### config.mk
export PLATFORM = sky130hd
export DESIGN_NAME = lut_config_loader
export DESIGN_NICKNAME = d
export VERILOG_FILES = /design/src/rtl/lut_cfg_pkg.sv /design/src/rtl/lut_entry_serializer.sv /design/src/rtl/lut_config_loader.sv
export SDC_FILE = /design/constraint.sdc
export NUM_CORES = 1
export LEC_CHECK = 0
export CAP_MARGIN = 20
export CORE_AREA = 2 2 44 46
export DETAILED_ROUTE_END_ITERATION = 10
export DIE_AREA = 0 0 46 48
export PLACE_DENSITY = 0.84
export SLEW_MARGIN = 10
export SYNTH_ARGS = -nofsm -noshare
export SYNTH_HDL_FRONTEND = slang
export SYNTH_HIERARCHICAL = 1
export SYNTH_SLANG_ARGS = --single-unit
### constraint.sdc
create_clock -name clk -period 4.37 [get_ports clk]
set_input_delay 1.311 -clock clk [delete_from_list [all_inputs] [get_ports clk]]
set_output_delay 1.311 -clock clk [all_outputs]
set_load 0.01 [all_outputs]
### src/rtl/lut_cfg_pkg.sv
// Shared types and sizing helpers for the serial-load LUT configuration loader.
package lut_cfg_pkg;

    typedef enum logic [1:0] {
        ST_IDLE,
        ST_WAIT,
        ST_SHIFT,
        ST_DONE
    } state_t;

    localparam int DEF_IN_WIDTH  = 4;
    localparam int DEF_OUT_WIDTH = 3;
    localparam int LUT_DEPTH     = 2 ** DEF_IN_WIDTH;
    localparam int TABLE_BITS    = LUT_DEPTH * DEF_OUT_WIDTH;

    // A one-bit entry still needs a one-bit counter.
    function automatic int bit_cnt_width(input int n);
        return (n <= 1) ? 1 : $clog2(n);
    endfunction

endpackage

### src/rtl/lut_entry_serializer.sv
// Loads one table entry on a strobe and shifts it out MSB-first on d while cs_n is low;
// last marks the cycle carrying the final bit.
module lut_entry_serializer
    import lut_cfg_pkg::*;
#(
    parameter int WIDTH = DEF_OUT_WIDTH
) (
    input  logic             clk,
    input  logic             rst,
    input  logic             clear,
    input  logic             load,
    input  logic [WIDTH-1:0] data,
    output logic             d,
    output logic             cs_n,
    output logic             last
);

    localparam int CW = bit_cnt_width(WIDTH);
    localparam logic [CW-1:0] LAST_CNT = CW'(WIDTH - 1);

    logic [WIDTH-1:0] shreg;
    logic [CW-1:0]    cnt;

    // NOTE: state registers use non-blocking assignments so every flop samples pre-edge values.
    always_ff @(posedge clk) begin
        if (rst || clear) begin
            shreg <= '0;
            cnt   <= '0;
            d     <= 1'b0;
            cs_n  <= 1'b1;
        end else if (load) begin
            // The MSB goes out immediately; the remainder waits left-justified.
            shreg <= data << 1;
            cnt   <= '0;
            d     <= data[WIDTH-1];
            cs_n  <= 1'b0;
        end else if (!cs_n) begin
            if (cnt == LAST_CNT) begin
                d    <= 1'b0;
                cs_n <= 1'b1;
            end else begin
                d     <= shreg[WIDTH-1];
                shreg <= shreg << 1;
                cnt   <= cnt + 1'b1;
            end
        end
    end

    assign last = !cs_n && (cnt == LAST_CNT);

endmodule

### src/rtl/lut_config_loader.sv
// Sequencer that walks the LUT table from the top index down, handing each entry to the
// serializer and flagging table_valid only after an uninterrupted full load.
module lut_config_loader
    import lut_cfg_pkg::*;
#(
    parameter int IN_WIDTH  = DEF_IN_WIDTH,
    parameter int OUT_WIDTH = DEF_OUT_WIDTH
) (
    input  logic                 clk,
    input  logic                 rst,
    input  logic                 start,
    input  logic                 abort,
    input  logic [OUT_WIDTH-1:0] entry_data,
    input  logic                 entry_valid,
    output logic                 entry_ready,
    output logic [IN_WIDTH-1:0]  entry_idx,
    output logic                 lut_d,
    output logic                 lut_cs_n,
    output logic                 busy,
    output logic                 done,
    output logic                 table_valid
);

    localparam logic [IN_WIDTH-1:0] IDX_TOP = {IN_WIDTH{1'b1}};

    state_t state;
    state_t state_next;
    logic   accept;
    logic   last_bit;

    assign entry_ready = (state == ST_WAIT);
    assign accept      = entry_ready && entry_valid && !abort;

    lut_entry_serializer #(
        .WIDTH(OUT_WIDTH)
    ) u_serializer (
        .clk  (clk),
        .rst  (rst),
        .clear(abort),
        .load (accept),
        .data (entry_data),
        .d    (lut_d),
        .cs_n (lut_cs_n),
        .last (last_bit)
    );

    // NOTE: the default assignment first keeps every path assigned, so no latch is inferred.
    always_comb begin
        state_next = state;
        case (state)
            ST_IDLE:  if (start && !abort) state_next = ST_WAIT;
            ST_WAIT: begin
                if (abort)            state_next = ST_IDLE;
                else if (entry_valid) state_next = ST_SHIFT;
            end
            ST_SHIFT: begin
                if (abort)         state_next = ST_IDLE;
                else if (last_bit) state_next = (entry_idx == '0) ? ST_DONE : ST_WAIT;
            end
            ST_DONE:  state_next = ST_IDLE;
            default:  state_next = ST_IDLE;
        endcase
    end

    always_ff @(posedge clk) begin
        if (rst) begin
            state       <= ST_IDLE;
            entry_idx   <= IDX_TOP;
            busy        <= 1'b0;
            done        <= 1'b0;
            table_valid <= 1'b0;
        end else begin
            state <= state_next;
            busy  <= (state_next != ST_IDLE);
            done  <= (state_next == ST_DONE);

            if (state_next == ST_IDLE)
                entry_idx <= IDX_TOP;
            else if (state == ST_SHIFT && state_next == ST_WAIT)
                entry_idx <= entry_idx - 1'b1;

            // A started or interrupted load leaves the LUT untrustworthy until DONE.
            if (state == ST_IDLE && start && !abort)
                table_valid <= 1'b0;
            else if (abort && state != ST_IDLE)
                table_valid <= 1'b0;
            else if (state_next == ST_DONE)
                table_valid <= 1'b1;
        end
    end

endmodule
==> results.yml, run 1 <==
power:
  p_seq_share_pct: 58.1
  pwr-share-comb_pct: 9.9
  switching_share_pct: 22.7
  power_leakage_uw: 0.000377
  vdd_ir_drop_max_uv: 190
  p_per_area_nw_per_um2: 243
  cellInternalPower_uw: 186
  clockPowerShare_pct: 32.0
  switchingPower_uw: 54.6
synth:
  syn_area_sq_um: 802
  async_flop_share_pct: 0
  yosysSeqAreaShare_pct: 37.4
  synth_top_family_by_area: "simple AND/OR/NAND/NOR gates"
  synth_largest_area_cell: "dfxtp_1"
  synth.distinct_cells: 41
  ys_warn_count: 6
  synth_xor_xnor_area_share_pct: 1.09
  yosys-top-cells-count: "dfxtp_1, nor2_1, inv_1, nor3_1, ha_1"
  synth_top_area_share_pct: 37.4
  yosysMostFrequentCell: "dfxtp_1"
  ys_ff_latch: 15
  ys.flop_type: "dfxtp_1"
  synth-simple-area-share_pct: 34.0
  synth-edff-count: 0
  syn_inst: 87
  muxShareOfSynthArea_pct: 2.50
  synth_area_leaders: "dfxtp_1, ha_1, nor2_1"
  synth_compound_area_share_pct: 12.6
  yosys.area_share.adder_pct: 6.24
  syn_area_per_cell_sq_um: 9.22
  synth_nets: 99
layout:
  drive_gt1_share_pct: 13.6
  diodes: 0
  area_growth_pct: 23.9
  final_area_sq_um: 993
  nNetsFinal: 116
clock_tree:
  clk_pin_slew_ns: 0.09
  root_buffer: "clkbuf_4"
  htreeDepth: 1
  post-cts-setup-buffers: 0
  clk_latency_ns: 0.27
  cts_tree: "done"
  cts_buffers: 3
  clock_sinks: 15
  cts_buffer_depth: 2
  cts_resized: 0
  cts_hold_buf: 0
sta:
  report.final.slew_viol_count: 0
  period_share_pct: 65.2
  period_needed_ns: 2.85
  slew_headroom_pct: 64.2
  finalHoldViolCount: 0
  fmax_mhz: 351
  rsz0062_at_grt: "no"
  setup_viol: 0
  worstMarginPinSlew_ns: 0.533
  holdWs_ns: 0.508
  finalClockSkew_ns: 0.00129
  fin_tns_setup_ns: 0
setup_path:
  end_kind: "primary output"
  cp_cell_sequence: "nor2b_1, clkdlybuf4s50_1"
  slowest_stage: "clkdlybuf4s50_1"
  criticalPathCategory: "reg2out"
  crit_fanout: 11
  required_ns: 3.06
  critPathMaxStageDelay_ns: 0.55
  arrival_ns: 1.54
  startpoint_type: "register"
global_route:
  grt_overflow: 0
  grt_pass1_vias: 599
  antenna_found_initial: 0
  grt_pass1_wl_mm: 2.43
  grt_max_degree: 12
  track_usage_pct: 15.5
die:
  dieArea_sq_um: 2210
  ioPinCount: 18
  rows: 15
  die_h_um: 48
  core_sq_um: 1690
  start_util_pct: 47.5
  die_w_um: 46
placed_design:
  numPortBuffers: 17
  gp_congestion: 0.721
  place_area_sq_um: 967
  dp.final_hpwl_mm: 1.12
drt:
  route.met3.wl_um: 42
  ant_nets: 0
  drtPass1Iterations: 4
  route.met2.wl_um: 722
  wl_met1_um: 720
  drt_wl_total_mm: 1.50
  maxUsedRoutingLayer: "met4"
  wire_per_inst_um: 12.5
  drc_errors: 0
  first_iter_violations: 8
  vias: 666
  viasPerCell: 5.55
hold_path:
  holdCritPathClass: "reg2reg"
run_status:
  status: "complete, no violations"
run:
  maxCapViolCount: 0
[layer usage]
layer  vias to the layer above  track usage (%)
met1                       306             19.2
met5                         -                0
met2                        12             25.8
met4                         0             8.57
met3                         2             2.26
li1                        346                -
[worst max-delay path, delay by kind of cell (launching register included)]
family	cells	cell delay (ns)
buf+inv	1	0.55
flops	1	0.50
simple gates	1	0.21
[stage by stage]
stage	worst slack, ns	utilization, %	cells	power [uW]
2_1_floorplan	2.20	-	87	156
4_1_cts	1.51	58.8	120	244
5_1_grt	1.45	58.8	120	251
3_5_place_dp	1.57	57.3	116	167
3_3_place_gp	1.62	57.3	116	166
6_report	1.52	58.8	120	241
[power by group through the flow]
| stage | clock network, uW | registers (uW) | logic (uW) |
|---|---|---|---|
| 3_3_place_gp | 0 | 143 | 23.1 |
| 2_1_floorplan | 0 | 142 | 13.5 |
| 6_report | 77.1 | 140 | 23.9 |
| 3_5_place_dp | 0 | 143 | 23.6 |
| 4_1_cts | 80.3 | 140 | 23.8 |
| 5_1_grt | 84.4 | 140 | 25.8 |
[state kept, by name, summed over array words and instances (netlist names)]
name / count
busy: 1
done: 1
entry_idx: 4
state: 2
table_valid: 1
u_serializer/cnt: 2
u_serializer/cs_n: 1
u_serializer/d: 1
u_serializer/shreg: 2
[placed cells by master (no fill, tap or decap), types with 2 or more instances in the layout]
cell | Yosys | layout
mux2i_1 | 2 | 2
o31ai_1 | 2 | 2
nor3b_1 | 2 | 2
ha_1 | 4 | 4
nand2_1 | 2 | 2
dfxtp_1 | 15 | 15
nor2_2 | 2 | 2
clkbuf_4 | 0 | 3
inv_1 | 6 | 6
nor2_1 | 7 | 7
clkdlybuf4s50_1 | 0 | 17
or4_1 | 2 | 2
nor2b_1 | 3 | 3
or2_0 | 2 | 2
nor3_1 | 5 | 5
nor4_1 | 3 | 3
nand3_1 | 2 | 2
[cell type report]
class,instances,area [sq um]
multi-input cells,61,453
flip-flops and latches,15,300
fillers,155,696
well taps,17,21.3
repair buffers,17,170
clock buffers,4,26.3
inverters,6,22.5
[cell families (layout without fill, tap and decap cells)]
family | count (synthesis) | count (layout)
and+or+nand+nor | 42 | 42
xor gates and xnor gates | 1 | 1
buffers and inverters | 11 | 27
AOI/OAI and AO/OA | 12 | 12
DFF | 15 | 15
muxes | 2 | 2
adders and majority gates | 4 | 4
[final timing paths]
kind	from	end	slack [ns]	cells after the start
max reg2reg	u_serializer/cnt[0]	entry_idx[1]	2.80	6
min reg2reg	table_valid	table_valid	0.51	2
min	table_valid	table_valid	0.51	2
max	state[0]	entry_ready	1.52	2
(Power assumes the default switching activity.)
==> run 2: changes to the inputs <==
Settings changed: CORE_AREA 2 2 44 46 to 2 2 47 49, DIE_AREA 0 0 46 48 to 0 0 49 51, PLACE_DENSITY 0.84 to 0.78.
Clock period 4.37 ns to 2.4 ns, I/O delays scaled along.
==> run 2 against run 1 <==
Effect of this change:
- total power up 83%
- final cell count up 9.2%
- final area up 1.5%
- sequential share of layout area down 0.45 points
- highest routed layer unchanged
- critical path type unchanged
- via count down 1.2%
- combinational power up 79%
- largest cell class unchanged
- count of clock-buffer cells in the layout down 1
==> results.yml, run 2 (synthesis gave the netlist of run 1 again) <==
drt:
  drtPass1Iterations: 4
  drc_errors: 0
  drt_wl_total_mm: 1.42
  first_iter_violations: 9
  wire_per_inst_um: 10.9
  vias: 658
  viasPerCell: 5.02
  ant_nets: 0
die:
  core_sq_um: 2060
  die_h_um: 51
  die_w_um: 49
  dieArea_sq_um: 2500
  start_util_pct: 38.9
  ioPinCount: 18
  rows: 17
clock_tree:
  cts_hold_buf: 0
  clk_pin_slew_ns: 0.09
  root_buffer: "clkbuf_4"
  cts_buffers: 3
  post-cts-setup-buffers: 0
  clock_sinks: 15
  htreeDepth: 1
  clk_latency_ns: 0.28
  cts_resized: 0
  cts_buffer_depth: 2
  cts_tree: "done"
layout:
  largest_reg_flops: 4
  nFillCells: 193
  final_common_cell: "clkdlybuf4s50_1"
  mostFrequentLayoutCells: "clkdlybuf4s50_1, dfxtp_1, nor2_1"
  area_growth_pct: 25.7
  top_register: "entry_idx"
  final_area_sq_um: 1010
  nNetsFinal: 116
  final_cell_count_no_fill: 131
  diodes: 0
  drive_gt1_share_pct: 14.6
sta:
  period_needed_ns: 2.25
  report.final.slew_viol_count: 0
  worstMarginPinSlew_ns: 0.491
  finalHoldViolCount: 0
  finalClockSkew_ns: 0.00550
  fmax_mhz: 444
  fin_tns_setup_ns: 0
  worst_slack_ns: 0.147
  period_share_pct: 93.9
  setup_viol: 0
  rsz0062_at_grt: "no"
  slew_headroom_pct: 67.0
power:
  power_leakage_uw: 0.000380
  power.total_uw: 442
  p_per_area_nw_per_um2: 438
  vdd_ir_drop_max_uv: 324
setup_path:
  arrival_ns: 1.53
  end_kind: "primary output"
  required_ns: 1.68
  reg2reg_from: "u_serializer/cnt[0]"
  crit_fanout: 11
  startpoint: "state[0]"
  startpoint_type: "register"
  criticalPathCategory: "reg2out"
  worst_r2r_path_depth: 6
global_route:
  antenna_found_initial: 0
  grt_overflow: 0
  grt_pass1_vias: 603
  track_usage_pct: 12.4
  grt_max_degree: 12
  grt_pass1_wl_mm: 2.42
run_status:
  status: "complete, no violations"
run:
  maxCapViolCount: 0
placed_design:
  gp_congestion: 0.704
  preCtsSetupSlack_ns: 0.204
  post-place-cells: 127
  place_area_sq_um: 981
  numPortBuffers: 17
  dp.final_hpwl_mm: 1.08
hold_path:
  hp-start: "table_valid"
  holdPathStages: 2
  holdCritPathClass: "reg2reg"
run 2: critical path, cell delays in order (launching register included):
cell,delay (ns)
dfxtp_1,0.48
nor2b_1,0.21
clkdlybuf4s50_1,0.56
run 2: routing by layer:
metal | track usage [%] | share of wire (%) | vias up | routed length (um)
li1 | - | - | 344 | -
met1 | 15.1 | 50 | 294 | 705
met2 | 20.5 | 43 | 16 | 617
met3 | 2.34 | 5.0 | 4 | 71
met4 | 7.14 | 2.0 | 0 | 28
met5 | 0 | 0 | - | 0
run 2: power by group:
group / switching [uW] / internal [uW] / total [uW]
logic: 19.4 / 23.4 / 42.9
registers: 3.21 / 252 / 255
clock network: 82.0 / 61.9 / 144
total: 105 / 337 / 442
run 2: worst paths after layout:
check                 endpoint  slack [ns]
setup reg to reg  entry_idx[1]        0.81
setup / recovery   entry_ready        0.15
hold / removal     table_valid        0.51
hold reg to reg    table_valid        0.51
run 2: area by class of cell:
class | instances | area (sq um) | share of cell area (%)
clock buffers | 3 | 22.5 | 2.23
clock inverters | 1 | 5.00 | 0.496
inverters | 6 | 22.5 | 2.23
multi-input cells | 61 | 453 | 44.9
flip-flops and latches | 15 | 300 | 29.8
well taps | 28 | 35.0 | 3.47
repair buffers | 17 | 170 | 16.9
run 2: metrics by stage:
stage          hold slack, ns  utilization, %
5_1_grt                 0.530            48.9
2_1_floorplan           0.511               -
4_1_cts                 0.509            48.9
6_report                0.506            48.9
3_3_place_gp            0.486            47.5
3_5_place_dp            0.491            47.5
==> run 3: changes to the inputs <==
Settings changed: CORE_AREA 2 2 47 49 to 2 2 42 54, DIE_AREA 0 0 49 51 to 0 0 44 56, PLACE_DENSITY 0.78 to 0.79.
==> run 3 against run 2 <==
Effect of this change:
- clock skew fell by 0.0033 ns
- final area fell by 1.1%
- clock power fell by 3%
- sequential share of layout area rose by 0.34 points
- die area fell by 1.4%
- via count rose by 1.1%
- total power fell by 1.0%
- register-to-register slack improved by 0.02 ns
- critical endpoint unchanged
==> results.yml, run 3 (synthesis gave the netlist of run 1 again) <==
sta:
  setup_viol: 0
  finalHoldViolCount: 0
  rsz0062_at_grt: "no"
  finalClockSkew_ns: 0.00219
  report.final.slew_viol_count: 0
  fmax_mhz: 446
  period_needed_ns: 2.24
  fin_tns_setup_ns: 0
  period_share_pct: 93.4
  slew_headroom_pct: 67.4
  worstMarginPinSlew_ns: 0.486
global_route:
  grt_pass1_wl_mm: 2.55
  track_usage_pct: 13.1
  grt_max_degree: 12
  antenna_found_initial: 0
  grt_overflow: 0
  grt_pass1_vias: 639
drt:
  ant_nets: 0
  drc_errors: 0
  first_iter_violations: 16
  vias: 665
  viasPerCell: 5.41
  drt_wl_total_mm: 1.45
  drtPass1Iterations: 4
  wire_per_inst_um: 11.8
setup_path:
  startpoint_type: "register"
  arrival_ns: 1.52
  crit_fanout: 11
  end_kind: "primary output"
  required_ns: 1.68
  criticalPathCategory: "reg2out"
clock_tree:
  clk_pin_slew_ns: 0.08
  root_buffer: "clkbuf_4"
  clk_latency_ns: 0.28
  htreeDepth: 1
  cts_tree: "done"
  clock_sinks: 15
  post-cts-setup-buffers: 0
  cts_buffers: 3
  cts_resized: 0
  cts_buffer_depth: 2
  cts_hold_buf: 0
die:
  die_w_um: 44
  ioPinCount: 18
  rows: 18
  start_util_pct: 41.4
  dieArea_sq_um: 2460
  core_sq_um: 1940
  die_h_um: 56
power:
  p_per_area_nw_per_um2: 438
  vdd_ir_drop_max_uv: 365
  power_leakage_uw: 0.000377
layout:
  top_register: "entry_idx"
  drive_gt1_share_pct: 13.6
  final_area_sq_um: 997
  nNetsFinal: 116
  multiInputGateArea_sq_um: 453
  final_common_cell: "clkdlybuf4s50_1"
  diodes: 0
  mostFrequentLayoutCells: "clkdlybuf4s50_1, dfxtp_1, nor2_1"
  nFillCells: 193
  area_growth_pct: 24.3
  largest_reg_flops: 4
  final_cell_count_no_fill: 123
  regArea_sq_um: 300
run:
  maxCapViolCount: 0
run_status:
  status: "complete, no violations"
placed_design:
  post-place-cells: 119
  place_area_sq_um: 971
  numPortBuffers: 17
  dp.final_hpwl_mm: 1.15
  gp_congestion: 0.676
hold_path:
  holdCritPathClass: "reg2reg"
## run 3: cell count changes in the layout (fill, tap and decap cells not counted)
cell / previous run / this run
clkbuf_1: 0 / 1
clkinv_2: 1 / 0
## run 3: metrics by stage
step | hold WS [ns] | util [%] | total power, uW | setup WS, ns
floorplan | 0.511 | - | 284 | 0.820
global placement | 0.489 | 50.1 | 303 | 0.253
detailed placement | 0.497 | 50.1 | 304 | 0.198
CTS | 0.513 | 51.5 | 441 | 0.157
global route | 0.526 | 51.5 | 454 | 0.0387
finish | 0.503 | 51.5 | 437 | 0.157
## run 3: power by group
group	total (uW)	leakage, uW	switching [uW]	internal (uW)
sequential	255	0.000121	3.35	252
combinational	43.1	0.000241	19.7	23.4
clock	139	0.0000150	74.6	64.4
total	437	0.000377	97.6	339
## run 3: routing by layer
metal | vias to the layer above | GRT usage (%) | wire length [um]
met5 | - | 0 | 0
met4 | 0 | 5.19 | 17
met3 | 2 | 1.95 | 83
met2 | 20 | 23.1 | 737
met1 | 298 | 15.1 | 609
li1 | 345 | - | -
## run 3: worst paths after layout
kind	start	endpoint	slack, ns	cells past startpoint
worst max register to register	u_serializer/cnt[0]	entry_idx[1]	0.83	6
worst min-delay path	table_valid	table_valid	0.50	2
worst min register to register	table_valid	table_valid	0.50	2
worst max-delay path	state[0]	entry_ready	0.16	2
## run 3: layout make-up
type,instances,area share (%)
Multi-Input combinational cell,61,45.4
Timing Repair Buffer,17,17.1
Tap cell,20,2.51
Inverter,6,2.26
Clock buffer,4,2.63
Sequential cell,15,30.1
## run 3: worst max-delay path: stages (launching register included)
cell             delay, ns
dfxtp_1               0.49
nor2b_1               0.21
clkdlybuf4s50_1       0.55
